$ cat config.mk
export PLATFORM = sky130hd
export DESIGN_NAME = uart_tx_fifo_flat
export DESIGN_NICKNAME = d
export VERILOG_FILES = /design/src/rtl/uart_tx_fifo_if.sv /design/src/rtl/uart_tx_fifo.sv /design/src/flat_wrapper.sv
export SDC_FILE = /design/constraint.sdc
export NUM_CORES = 1
export LEC_CHECK = 0
export ABC_AREA = 1
export BUFFER_PORTS_ARGS = -buffer_cell sky130_fd_sc_hd__buf_2
export CORE_ASPECT_RATIO = 0.6
export CORE_MARGIN = 4
export CORE_UTILIZATION = 60
export DETAILED_ROUTE_END_ITERATION = 6
export GPL_TIMING_DRIVEN = 1
export PLACE_DENSITY = 0.9
export SYNTH_ARGS = -nofsm -noshare
export SYNTH_HDL_FRONTEND = slang
export SYNTH_SLANG_ARGS = --single-unit
$ cat constraint.sdc
create_clock -name clk -period 3.2 [get_ports clk]
set_input_delay 0.32 -clock clk [delete_from_list [all_inputs] [get_ports clk]]
set_output_delay 0.32 -clock clk [all_outputs]
set_load 0.05 [all_outputs]
$ cat src/rtl/uart_tx_fifo_if.sv
// ---------------------------------------------------------------------------
// uart_tx_fifo_if
//
// Purpose:
//   Bundles the connection between the transmit FIFO and a Uart8 transmitter.
//   The FIFO is the master: it drives enable, start and the byte to send.
//   The Uart8 is the slave: it reports busy and frame-done back.
//
// Signals:
//   txEn     FIFO -> Uart8   transmitter enable
//   txStart  FIFO -> Uart8   level request, held while bytes are pending
//   txIn     FIFO -> Uart8   byte at the head of the FIFO
//   txBusy   Uart8 -> FIFO   frame in progress
//   txDone   Uart8 -> FIFO   level, high at the end of a frame
//
// Modports:
//   master   used by uart_tx_fifo
//   slave    used by the Uart8 (or a model of it)
// ---------------------------------------------------------------------------
interface uart_tx_fifo_if;

  logic       txEn;
  logic       txStart;
  logic [7:0] txIn;
  logic       txBusy;
  logic       txDone;

  modport master (
    output txEn,
    output txStart,
    output txIn,
    input  txBusy,
    input  txDone
  );

  modport slave (
    input  txEn,
    input  txStart,
    input  txIn,
    output txBusy,
    output txDone
  );

endinterface

$ cat src/rtl/uart_tx_fifo.sv
// ---------------------------------------------------------------------------
// uart_tx_fifo
//
// Purpose:
//   Transmit-side circular buffer sitting directly in front of a Uart8
//   transmitter. The host pushes bytes with a write strobe; the block keeps
//   txStart high while anything is queued and presents the head byte on
//   txIn. Each rising edge of the Uart8 txDone pops the head so that the
//   next byte is already on txIn when the Uart8 loops back into its
//   start-bit state. Back-to-back bytes therefore go out without any host
//   pacing, and each byte is sent exactly once.
//
// Parameters:
//   DEPTH_LOG2   log2 of the FIFO depth (default 4 -> 16 entries)
//   AE_LEVEL     almost-empty threshold, only used by the level IRQ option
//
// Ports:
//   clk          system clock, all state on the rising edge
//   reset        asynchronous, active-high reset
//   en           block enable, forwarded to Uart8 txEn
//   flush        synchronous clear of the FIFO contents and overflow flag
//   wrEn         write strobe, one byte per cycle
//   wrData       byte to enqueue
//   full         FIFO holds DEPTH entries
//   empty        FIFO holds no entries
//   count        occupancy, 0..DEPTH
//   overflow     sticky, set when a write is dropped because the FIFO is full
//   almostEmpty  occupancy at or below AE_LEVEL and the Uart8 is between
//                frames (only with the option macro below)
//   uart         master side of uart_tx_fifo_if towards the Uart8
//
// Build option:
//   UART_TX_FIFO_LEVEL_IRQ_EN  when defined, adds the almostEmpty output and
//                              its comparator; when undefined neither exists.
// ---------------------------------------------------------------------------
module uart_tx_fifo #(
  parameter int DEPTH_LOG2 = 4,
  parameter int AE_LEVEL   = 2
) (
  input  logic                  clk,
  input  logic                  reset,
  input  logic                  en,
  input  logic                  flush,
  input  logic                  wrEn,
  input  logic [7:0]            wrData,
  output logic                  full,
  output logic                  empty,
  output logic [DEPTH_LOG2:0]   count,
  output logic                  overflow,
`ifdef UART_TX_FIFO_LEVEL_IRQ_EN
  output logic                  almostEmpty,
`endif
  uart_tx_fifo_if.master        uart
);

  localparam int DEPTH = 1 << DEPTH_LOG2;

  // Occupancy value meaning "completely full", built without integer
  // truncation so it matches the width of count exactly.
  localparam logic [DEPTH_LOG2:0] FULL_COUNT = {1'b1, {DEPTH_LOG2{1'b0}}};

  // Storage and pointers. Pointers are exactly DEPTH_LOG2 bits wide so they
  // wrap modulo DEPTH on their own; occupancy is kept in a separate counter.
  logic [7:0]            mem [DEPTH];
  logic [DEPTH_LOG2-1:0] rdPtr;
  logic [DEPTH_LOG2-1:0] wrPtr;

  // Registered copies of the outputs towards the Uart8.
  logic                  txEnQ;
  logic                  txStartQ;
  logic [7:0]            txInQ;

  // Previous txDone level, used to turn the level into a one-cycle pulse.
  logic                  txDoneQ;

  // Combinational next-state terms.
  logic                  donePulse;
  logic                  pop;
  logic                  isFull;
  logic                  wrAccept;
  logic                  wrDrop;
  logic                  bypass;
  logic [DEPTH_LOG2-1:0] nextRdPtr;
  logic [DEPTH_LOG2-1:0] nextWrPtr;
  logic [DEPTH_LOG2:0]   nextCount;
  logic [7:0]            nextHead;

  // Pop, write-accept and pointer/count next-state logic.
  // A pop needs a fresh txDone rising edge and something to pop; a done
  // pulse on an empty FIFO (for example the tail of a frame that was in
  // flight when the FIFO was flushed) is ignored. When full, a write only
  // gets in if a pop frees the slot in the same cycle. flush wins over
  // everything, including a same-cycle write, which is silently discarded.
  // The head byte for the next cycle comes from the new read pointer, except
  // when the byte being written right now becomes the head (empty FIFO, or
  // last entry popped in the same cycle): the memory write has not happened
  // yet, so wrData is bypassed straight to txIn.
  always_comb begin
    donePulse = 1'b0;
    pop       = 1'b0;
    isFull    = 1'b0;
    wrAccept  = 1'b0;
    wrDrop    = 1'b0;
    bypass    = 1'b0;
    nextRdPtr = rdPtr;
    nextWrPtr = wrPtr;
    nextCount = count;
    nextHead  = 8'h00;

    donePulse = uart.txDone & ~txDoneQ;
    pop       = donePulse && (count != '0);
    isFull    = (count == FULL_COUNT);
    wrAccept  = wrEn && !flush && (!isFull || pop);
    wrDrop    = wrEn && !flush && isFull && !pop;

    if (pop) begin
      nextRdPtr = rdPtr + 1'b1;
    end
    if (wrAccept) begin
      nextWrPtr = wrPtr + 1'b1;
    end

    case ({wrAccept, pop})
      2'b10:   nextCount = count + 1'b1;
      2'b01:   nextCount = count - 1'b1;
      default: nextCount = count;
    endcase

    bypass = wrAccept && (nextRdPtr == wrPtr);

    if (flush) begin
      nextRdPtr = '0;
      nextWrPtr = '0;
      nextCount = '0;
      bypass    = 1'b0;
    end

    nextHead = bypass ? wrData : mem[nextRdPtr];
  end

  // Byte storage. Contents are not reset: occupancy and pointers define
  // which entries are valid, so stale data is never presented as pending.
  always_ff @(posedge clk) begin
    if (wrAccept) begin
      mem[wrPtr] <= wrData;
    end
  end

  // Pointer, occupancy and status flag registers. overflow is sticky and
  // only cleared by reset or flush; a write discarded by flush does not
  // count as a drop.
  always_ff @(posedge clk or posedge reset) begin
    if (reset) begin
      rdPtr    <= '0;
      wrPtr    <= '0;
      count    <= '0;
      empty    <= 1'b1;
      full     <= 1'b0;
      overflow <= 1'b0;
      txDoneQ  <= 1'b0;
    end else begin
      rdPtr    <= nextRdPtr;
      wrPtr    <= nextWrPtr;
      count    <= nextCount;
      empty    <= (nextCount == '0);
      full     <= (nextCount == FULL_COUNT);
      txDoneQ  <= uart.txDone;
      if (flush) begin
        overflow <= 1'b0;
      end else if (wrDrop) begin
        overflow <= 1'b1;
      end
    end
  end

  // Outputs towards the Uart8, registered from next-state values so they
  // line up with count on the cycle after the causing event. txStart is a
  // level: the Uart8 keeps looping into a new frame while it is high, and it
  // drops the cycle after the last byte is popped. Deasserting en stops new
  // frames but leaves the FIFO untouched.
  always_ff @(posedge clk or posedge reset) begin
    if (reset) begin
      txEnQ    <= 1'b0;
      txStartQ <= 1'b0;
      txInQ    <= 8'h00;
    end else begin
      txEnQ    <= en;
      txStartQ <= en && (nextCount != '0);
      txInQ    <= nextHead;
    end
  end

  assign uart.txEn    = txEnQ;
  assign uart.txStart = txStartQ;
  assign uart.txIn    = txInQ;

`ifdef UART_TX_FIFO_LEVEL_IRQ_EN
  localparam logic [DEPTH_LOG2:0] AE_COUNT = AE_LEVEL[DEPTH_LOG2:0];

  logic txBusyQ;
  logic levelLowQ;

  // Almost-empty tracking. The level term follows the next occupancy so it
  // is aligned with count; the busy term masks the flag while a frame is on
  // the line, so the host is prompted to refill only between frames.
  always_ff @(posedge clk or posedge reset) begin
    if (reset) begin
      txBusyQ   <= 1'b0;
      levelLowQ <= 1'b0;
    end else begin
      txBusyQ   <= uart.txBusy;
      levelLowQ <= (nextCount <= AE_COUNT);
    end
  end

  assign almostEmpty = levelLowQ & ~txBusyQ;
`endif

endmodule

$ cat src/flat_wrapper.sv
// flat-port wrapper written by rule: the top's interface ports become plain ports
module uart_tx_fifo_flat 
#(
  parameter int DEPTH_LOG2 = 4,
  parameter int AE_LEVEL   = 2
)
  (clk, reset, en, flush, wrEn, wrData, full, empty, count, overflow, uart_txEn, uart_txStart, uart_txIn, uart_txBusy, uart_txDone);
  uart_tx_fifo_if uart_i ();
  input  logic clk;
  input  logic reset;
  input  logic en;
  input  logic flush;
  input  logic wrEn;
  input  logic [7:0] wrData;
  output logic full;
  output logic empty;
  output logic [DEPTH_LOG2:0] count;
  output logic overflow;
  output wire logic [$bits(uart_i.txEn)-1:0] uart_txEn;
  output wire logic [$bits(uart_i.txStart)-1:0] uart_txStart;
  output wire logic [$bits(uart_i.txIn)-1:0] uart_txIn;
  input wire logic [$bits(uart_i.txBusy)-1:0] uart_txBusy;
  input wire logic [$bits(uart_i.txDone)-1:0] uart_txDone;
  assign uart_txEn = uart_i.txEn;
  assign uart_txStart = uart_i.txStart;
  assign uart_txIn = uart_i.txIn;
  assign uart_i.txBusy = uart_txBusy;
  assign uart_i.txDone = uart_txDone;
  uart_tx_fifo #(.DEPTH_LOG2(DEPTH_LOG2), .AE_LEVEL(AE_LEVEL)) u_core (.clk(clk), .reset(reset), .en(en), .flush(flush), .wrEn(wrEn), .wrData(wrData), .full(full), .empty(empty), .count(count), .overflow(overflow), .uart(uart_i));
endmodule
==> results of run 1 <==
stage by stage:
step	power (mW)	cells	hold WS [ns]
after floorplan	2.97	755	0.351
after global placement	3.18	930	0.442
after detailed placement	3.20	930	0.445
after CTS	5.28	962	0.00456
after global routing	5.47	962	0.00388
final	5.30	962	0.0111
state kept, by name, summed over array words and instances, names as in the netlist:
| register | cells |
|---|---|
| u_core.mem | 128 |
| u_core.uart.txIn | 8 |
| u_core.count | 5 |
| u_core.rdPtr | 4 |
| u_core.wrPtr | 4 |
| u_core.empty | 1 |
| u_core.full | 1 |
| u_core.overflow | 1 |
| u_core.txDoneQ | 1 |
| u_core.uart.txEn | 1 |
| u_core.uart.txStart | 1 |
per-layer routing:
layer / vias up / track usage, % / wire length (microns)
li1: 2594 / - / -
met1: 2684 / 40.0 / 7420
met2: 377 / 39.3 / 8280
met3: 37 / 8.49 / 2410
met4: 0 / 8.52 / 281
met5: - / 0 / 0
final cells by class:
cell class	count	share of cell area [%]
clock buffers	21	5.27
clock inverters	11	2.01
inverters	163	7.36
multi-input cells	397	24.9
flip-flops and latches	155	54.1
well taps	165	2.47
repair buffers	50	3.87
power by group through the flow:
stage                     combinational, mW  clock [mW]  sequential [mW]
final                                 0.897        2.10             2.29
after global routing                  0.960        2.21             2.30
after floorplan                       0.460           0             2.51
after CTS                             0.877        2.11             2.29
after global placement                0.845           0             2.33
after detailed placement              0.864           0             2.33
cell usage in the layout, fill, tap and decap left out, drive strengths merged:
cell type  synthesis  final
o22ai              3      3
dfrtp             26     26
bufinv             0      4
clkinvlp           0      2
ha                 6      6
xor2               3      3
nor2              27     27
dfstp              1      1
nand4             76     76
or2                1      1
o21ai              5      5
and2               1      1
nand2            135    135
a21oi              2      2
clkinv             1      5
nand3b             1      1
o211ai             1      1
buf               37     50
edfxtp           128    128
clkbuf             3     21
nand3            134    134
inv              162    163
a31oi              2      2
cells by family (layout without fill, tap and decap cells):
kind of cell | after synthesis | in the layout | synth area share, %
adders and majority gates | 6 | 6 | 1.01
buffers and inverters | 203 | 245 | 11.3
DFF | 155 | 155 | 60.9
xor gates and xnor gates | 3 | 3 | 0.354
AOI/OAI and AO/OA | 13 | 13 | 1.21
and+or+nand+nor | 375 | 375 | 25.3
final timing paths:
check                           startpoint                   to  slack, ns  cells past startpoint
setup / recovery           u_core.count[1]  u_core.uart.txIn[4]       0.53                     10
hold / removal                          en     u_core.uart.txEn       0.01                      1
setup reg to reg           u_core.count[1]  u_core.uart.txIn[4]       0.53                     10
hold reg to reg            u_core.overflow      u_core.overflow       0.50                      2
max in group asynchronous            reset      u_core.wrPtr[3]       2.36                      2
min in group asynchronous            reset      u_core.count[2]       0.17                      2
==> impl_metrics.csv, run 1 <==
group,metric,value,unit
placed_design,post_dp_cell_area,7740,sq um
cts,insertion_delay,0.43,ns
finish,syn2layout_area_growth,12.4,%
route,via_per_inst,5.92,
floorplanning,count_of_boundary_i_o_pins,33,
cts,cts-root-buf,"clkbuf_16",
sta,tightestPinTransition,1.12,ns
worst_setup_path,worstSetupStartpointType,"flop",
sta,max-slew-margin-rel,25.6,%
cts,cts_repair_resizes,0,
worst_setup_path,worstSetupEndpointType,"flop",
global_route,total_track_usage,27.3,%
synthesis,post_synthesis_net_count,776,
cts,ctsHtreeMaxLevel,4,
route,detail-route-antenna-nets,0,
min_path,hold_path.class,"in -> reg",
route,drt_iter0_markers,935,
placed_design,portBuffers,31,
sta,period_share,83.5,%
floorplanning,number_of_rows_created_at_floorplan,31,
worst_setup_path,worst-endpoint-required,3.49,ns
global_route,gr-total-overflow,0,
synthesis,avgSynthCellArea,9.84,sq um
power_and_ir_drop,power.combinational.fraction,16.9,%
sta,timing.final.hold_violations,0,
finish,multi_input_comb_area,2080,sq um
global_route,grt_pass1_vias,5316,
worst_setup_path,timing.critical_path.slowest_cell_delay,0.55,ns
route,drc,0,
sta,worst_slack,0.529,ns
sta,fin_crit,2.67,ns
sta,final.setup_skew,0.00943,ns
floorplanning,floorplan.initialDensity,61.6,%
cts,post-cts-setup-buffers,0,
route,detailroute.via_count,5692,
sta,setup_violations,0,
cts,number_of_clock_sinks,155,
synthesis,synth.ff_latch_count,155,
floorplanning,floorplan.die.height,94.2,microns
sta,final.setup.tns,0,ns
synthesis,synthDistinctLibCells,33,
synthesis,post-synth-top-count-cell,"inv_1",
synthesis,synth_area,7430,sq um
power_and_ir_drop,pwr_density_cell,634,nW/um^2
worst_setup_path,worst_ep_arrival_time,2.96,ns
placed_design,gpl.final_weighted_congestion,0.970,
synthesis,synth.top_cells.by_area,"edfxtp_1 (52%), dfrtp_1 (8.8%), nand3_1 (8.6%)",
worst_setup_path,critPathMostFrequentCell,"nand2_1",
finish,regArea,4520,sq um
cts,cts_tree,"built",
synthesis,post_synth_inst_count,755,
worst_setup_path,critical_path_buf_inv_count,2,
cts,clock_transition_at_the_register_clock_pins_on_the_worst_setup_and_hold_paths_after_cts,0.06,ns
synthesis,number_of_flops_mapped_to_enable_cells_by_yosys,128,
cts,cts_hold_buffers,0,
floorplanning,die_area,14300,sq um
worst_setup_path,worstPathCellList,"nor2_2, nand3_4, nand2_4, inv_4, o211ai_2, clkinv_1, nand3_1, nand2_1, nand2_1, nand2_1",
synthesis,synth_area_leader_cell,"edfxtp_1",
finish,fill_cells,844,
route,routedWlPerCell,19.1,microns
global_route,grt_max_degree,65,
synthesis,dominantRegCellSynth,"edfxtp_1",
synthesis,synth_warnings,0,
route,drtPass1Iterations,7,
run_status,status,"finished, final reports clean",
power_and_ir_drop,ir_worst_vdd,369,uV
synthesis,yosys.area.top_type_share,51.8,%
route,totalWireLength,18.4,mm
worst_setup_path,standard_cell_with_the_maximum_stage_delay_on_the_critical_path,"o211ai_2",
floorplanning,fp.dieW,152,microns
worst_setup_path,type_of_the_setup_path_with_the_least_slack,"reg -> reg",
power_and_ir_drop,power.static_leakage,3.79,nW
worst_setup_path,cell_type_group_with_the_largest_total_delay_on_the_critical_path,"simple AND/OR/NAND/NOR gates",
worst_setup_path,worstPathMaxFanout,11,
cts,cts-root-to-sink-buffers,2,
synthesis,async_flop_share,17.4,%
floorplanning,core-area,12100,sq um
global_route,grt_antenna_before_repair,0,
power_and_ir_drop,swShare,28.6,%
sta,fmax,374,MHz
power_and_ir_drop,sequential_cell_fraction_of_total_power,43.3,%
job,max_cap_violations,0,
placed_design,dp_worst_setup_slack,0.642,ns
power_and_ir_drop,clock_power_share,39.7,%
finish,drive_gt1_share,13.3,%
finish,stdcell_area,8350,sq um
finish,postLayoutCoreUtil,69.2,%
placed_design,dp.final_hpwl,11.0,mm
power_and_ir_drop,switching_power,1.52,mW
power_and_ir_drop,cellInternalPower,3.78,mW
sta,rsz0062_at_grt,"no",
sta,timing_max_transition_violations_final,0,
synthesis,yosysSeqAreaShare,60.9,%
finish,layout.nets,805,
synthesis,synth_common_cells,"inv_1 (159), nand2_1 (130), edfxtp_1 (128)",
finish,antenna_cells_inserted,0,
global_route,grt_pass1_wl,29.0,mm
cts,cts_made_buffers,17,
Note: power is estimated with default switching activity, not from simulation.
==> inputs of run 2 (changes only) <==
- clock period: 3.2 -> 2.7 ns (I/O delays scaled with it)
==> impl_metrics.csv, run 2 (synthesis results as in run 1) <==
group,metric,value,unit
placed_design,dp.final_hpwl,11.6,mm
sta,rsz0062_at_grt,"no",
worst_setup_path,critical_path_buf_inv_count,2,
sta,fin_crit,2.52,ns
finish,final_common_cell,"inv_1",
sta,timing.final.hold_violations,0,
floorplanning,die_area,14300,sq um
sta,fmax,397,MHz
global_route,gr-total-overflow,0,
sta,tightestPinTransition,0.518,ns
finish,antenna_cells_inserted,0,
route,detailroute.via_count,5794,
finish,layout.nets,817,
worst_setup_path,worstPathCellList,"nor2_2, nand3_4, nand2_4, inv_4, nand3_2, nand3_4, inv_2, nand3_1, nand3_1, nand2_1, nand2_1, nand2_1",
placed_design,post_dp_cell_area,7820,sq um
global_route,total_track_usage,28.0,%
worst_setup_path,worstPathMaxFanout,19,
floorplanning,floorplan.initialDensity,61.6,%
sta,worst_slack,0.181,ns
route,routedWlPerCell,19.3,microns
route,via_per_inst,5.95,
finish,postLayoutCoreUtil,70.0,%
finish,most_flop_heavy_register,"u_core.mem",
floorplanning,fp.dieW,152,microns
route,drt_iter0_markers,829,
worst_setup_path,worst-endpoint-required,2.98,ns
worst_setup_path,standard_cell_with_the_maximum_stage_delay_on_the_critical_path,"dfrtp_1",
route,detail-route-antenna-nets,0,
floorplanning,number_of_rows_created_at_floorplan,31,
finish,stdcell_area,8440,sq um
worst_setup_path,worstSetupEndpointType,"flop",
worst_setup_path,critPathMostFrequentCell,"nand2_1",
placed_design,dp_worst_setup_slack,0.282,ns
placed_design,gpl.final_weighted_congestion,0.921,
cts,number_of_clock_sinks,155,
route,drtPass1Iterations,6,
power_and_ir_drop,ir_worst_vdd,492,uV
placed_design,portBuffers,31,
worst_setup_path,worstSetupStartpointType,"flop",
sta,final.setup_skew,0.00887,ns
placed_design,dpl.cell_count,939,
global_route,grt_max_degree,75,
run_status,status,"finished, final reports clean",
worst_setup_path,type_of_the_setup_path_with_the_least_slack,"reg -> reg",
floorplanning,count_of_boundary_i_o_pins,33,
finish,fill_cells,826,
finish,syn2layout_area_growth,13.6,%
sta,final.setup.tns,0,ns
sta,period_share,93.3,%
floorplanning,core-area,12100,sq um
job,max_cap_violations,0,
cts,cts-root-buf,"clkbuf_16",
route,totalWireLength,18.8,mm
power_and_ir_drop,pwr_density_cell,729,nW/um^2
sta,setup_violations,0,
global_route,grt_pass1_wl,29.4,mm
worst_setup_path,cell_type_group_with_the_largest_total_delay_on_the_critical_path,"simple AND/OR/NAND/NOR gates",
sta,timing_max_transition_violations_final,0,
finish,multi_input_comb_area,2080,sq um
finish,fin_cells,974,
global_route,grt_antenna_before_repair,0,
cts,cts_tree,"built",
power_and_ir_drop,power.static_leakage,3.83,nW
route,drc,0,
finish,largest_register_ff_count,128,
finish,regArea,4520,sq um
worst_setup_path,worst_ep_arrival_time,2.80,ns
cts,clock_transition_at_the_register_clock_pins_on_the_worst_setup_and_hold_paths_after_cts,0.07,ns
cts,ctsHtreeMaxLevel,4,
cts,insertion_delay,0.43,ns
finish,layout_common_cells,"inv_1 (158), nand2_1 (129), edfxtp_1 (128), nand3_1 (126), nand4_1 (76)",
cts,post-cts-setup-buffers,0,
cts,cts-root-to-sink-buffers,2,
floorplanning,floorplan.die.height,94.2,microns
finish,drive_gt1_share,14.7,%
global_route,grt_pass1_vias,5475,
min_path,hold_path.class,"in -> reg",
sta,max-slew-margin-rel,65.3,%
worst_setup_path,timing.critical_path.slowest_cell_delay,0.46,ns
cts,cts_made_buffers,17,
-- run 2: cell count changes in the layout (fill, tap and decap cells not counted) --
cell | previous run | this run
clkinv_8 | 0 | 1
inv_6 | 1 | 6
clkbuf_1 | 4 | 0
nor2_2 | 3 | 2
dlygate4sd3_1 | 0 | 3
buf_12 | 2 | 3
clkinv_2 | 3 | 1
nor2_4 | 3 | 4
bufinv_16 | 4 | 1
clkinvlp_4 | 2 | 3
buf_4 | 17 | 25
inv_8 | 0 | 2
-- run 2: worst paths after layout --
kind | from | endpoint | slack (ns) | depth (start not counted)
setup / recovery | u_core.count[0] | u_core.uart.txIn[3] | 0.18 | 12
hold / removal | flush | u_core.overflow | 0.06 | 2
setup reg to reg | u_core.count[0] | u_core.uart.txIn[3] | 0.18 | 12
hold reg to reg | u_core.overflow | u_core.overflow | 0.50 | 2
max in group asynchronous | reset | u_core.empty | 1.74 | 4
min in group asynchronous | reset | u_core.uart.txIn[0] | 0.33 | 3
-- run 2: stage by stage --
stage	hold slack, ns	total power [mW]
6_report	0.0597	6.15
5_1_grt	0.0562	6.36
4_1_cts	0.0556	6.13
3_5_place_dp	0.221	3.81
3_3_place_gp	0.220	3.77
2_1_floorplan	0.301	3.52
-- run 2: area by class of cell --
| type | count | area share, % |
|---|---|---|
| clock inverters | 15 | 1.87 |
| clock buffers | 17 | 5.04 |
| well taps | 165 | 2.45 |
| inverters | 163 | 7.28 |
| repair buffers | 62 | 5.13 |
| flip-flops and latches | 155 | 53.6 |
| multi-input cells | 397 | 24.7 |
-- run 2: report_power, final --
| part | internal (mW) | total, mW | switching, mW | leakage (nW) |
|---|---|---|---|---|
| Combinational | 0.267 | 1.08 | 0.812 | 2.06 |
| Sequential | 2.68 | 2.72 | 0.0443 | 1.50 |
| Clock | 1.30 | 2.35 | 1.05 | 0.278 |
| Total | 4.25 | 6.15 | 1.90 | 3.83 |
-- run 2: timing repair --
item                       4_1_cts  5_1_grt
hold endpoints to repair         9        0
hold buffers                     3        0
resized for setup                0        1
setup endpoints to repair        0        1
-- run 2: layer usage --
layer / vias to the layer above / track usage, % / share of wire, %
met5: - / 0 / 0
met4: 0 / 8.00 / 2.2
met3: 65 / 7.81 / 13
met2: 414 / 42.1 / 45
met1: 2693 / 40.1 / 39
li1: 2622 / - / -
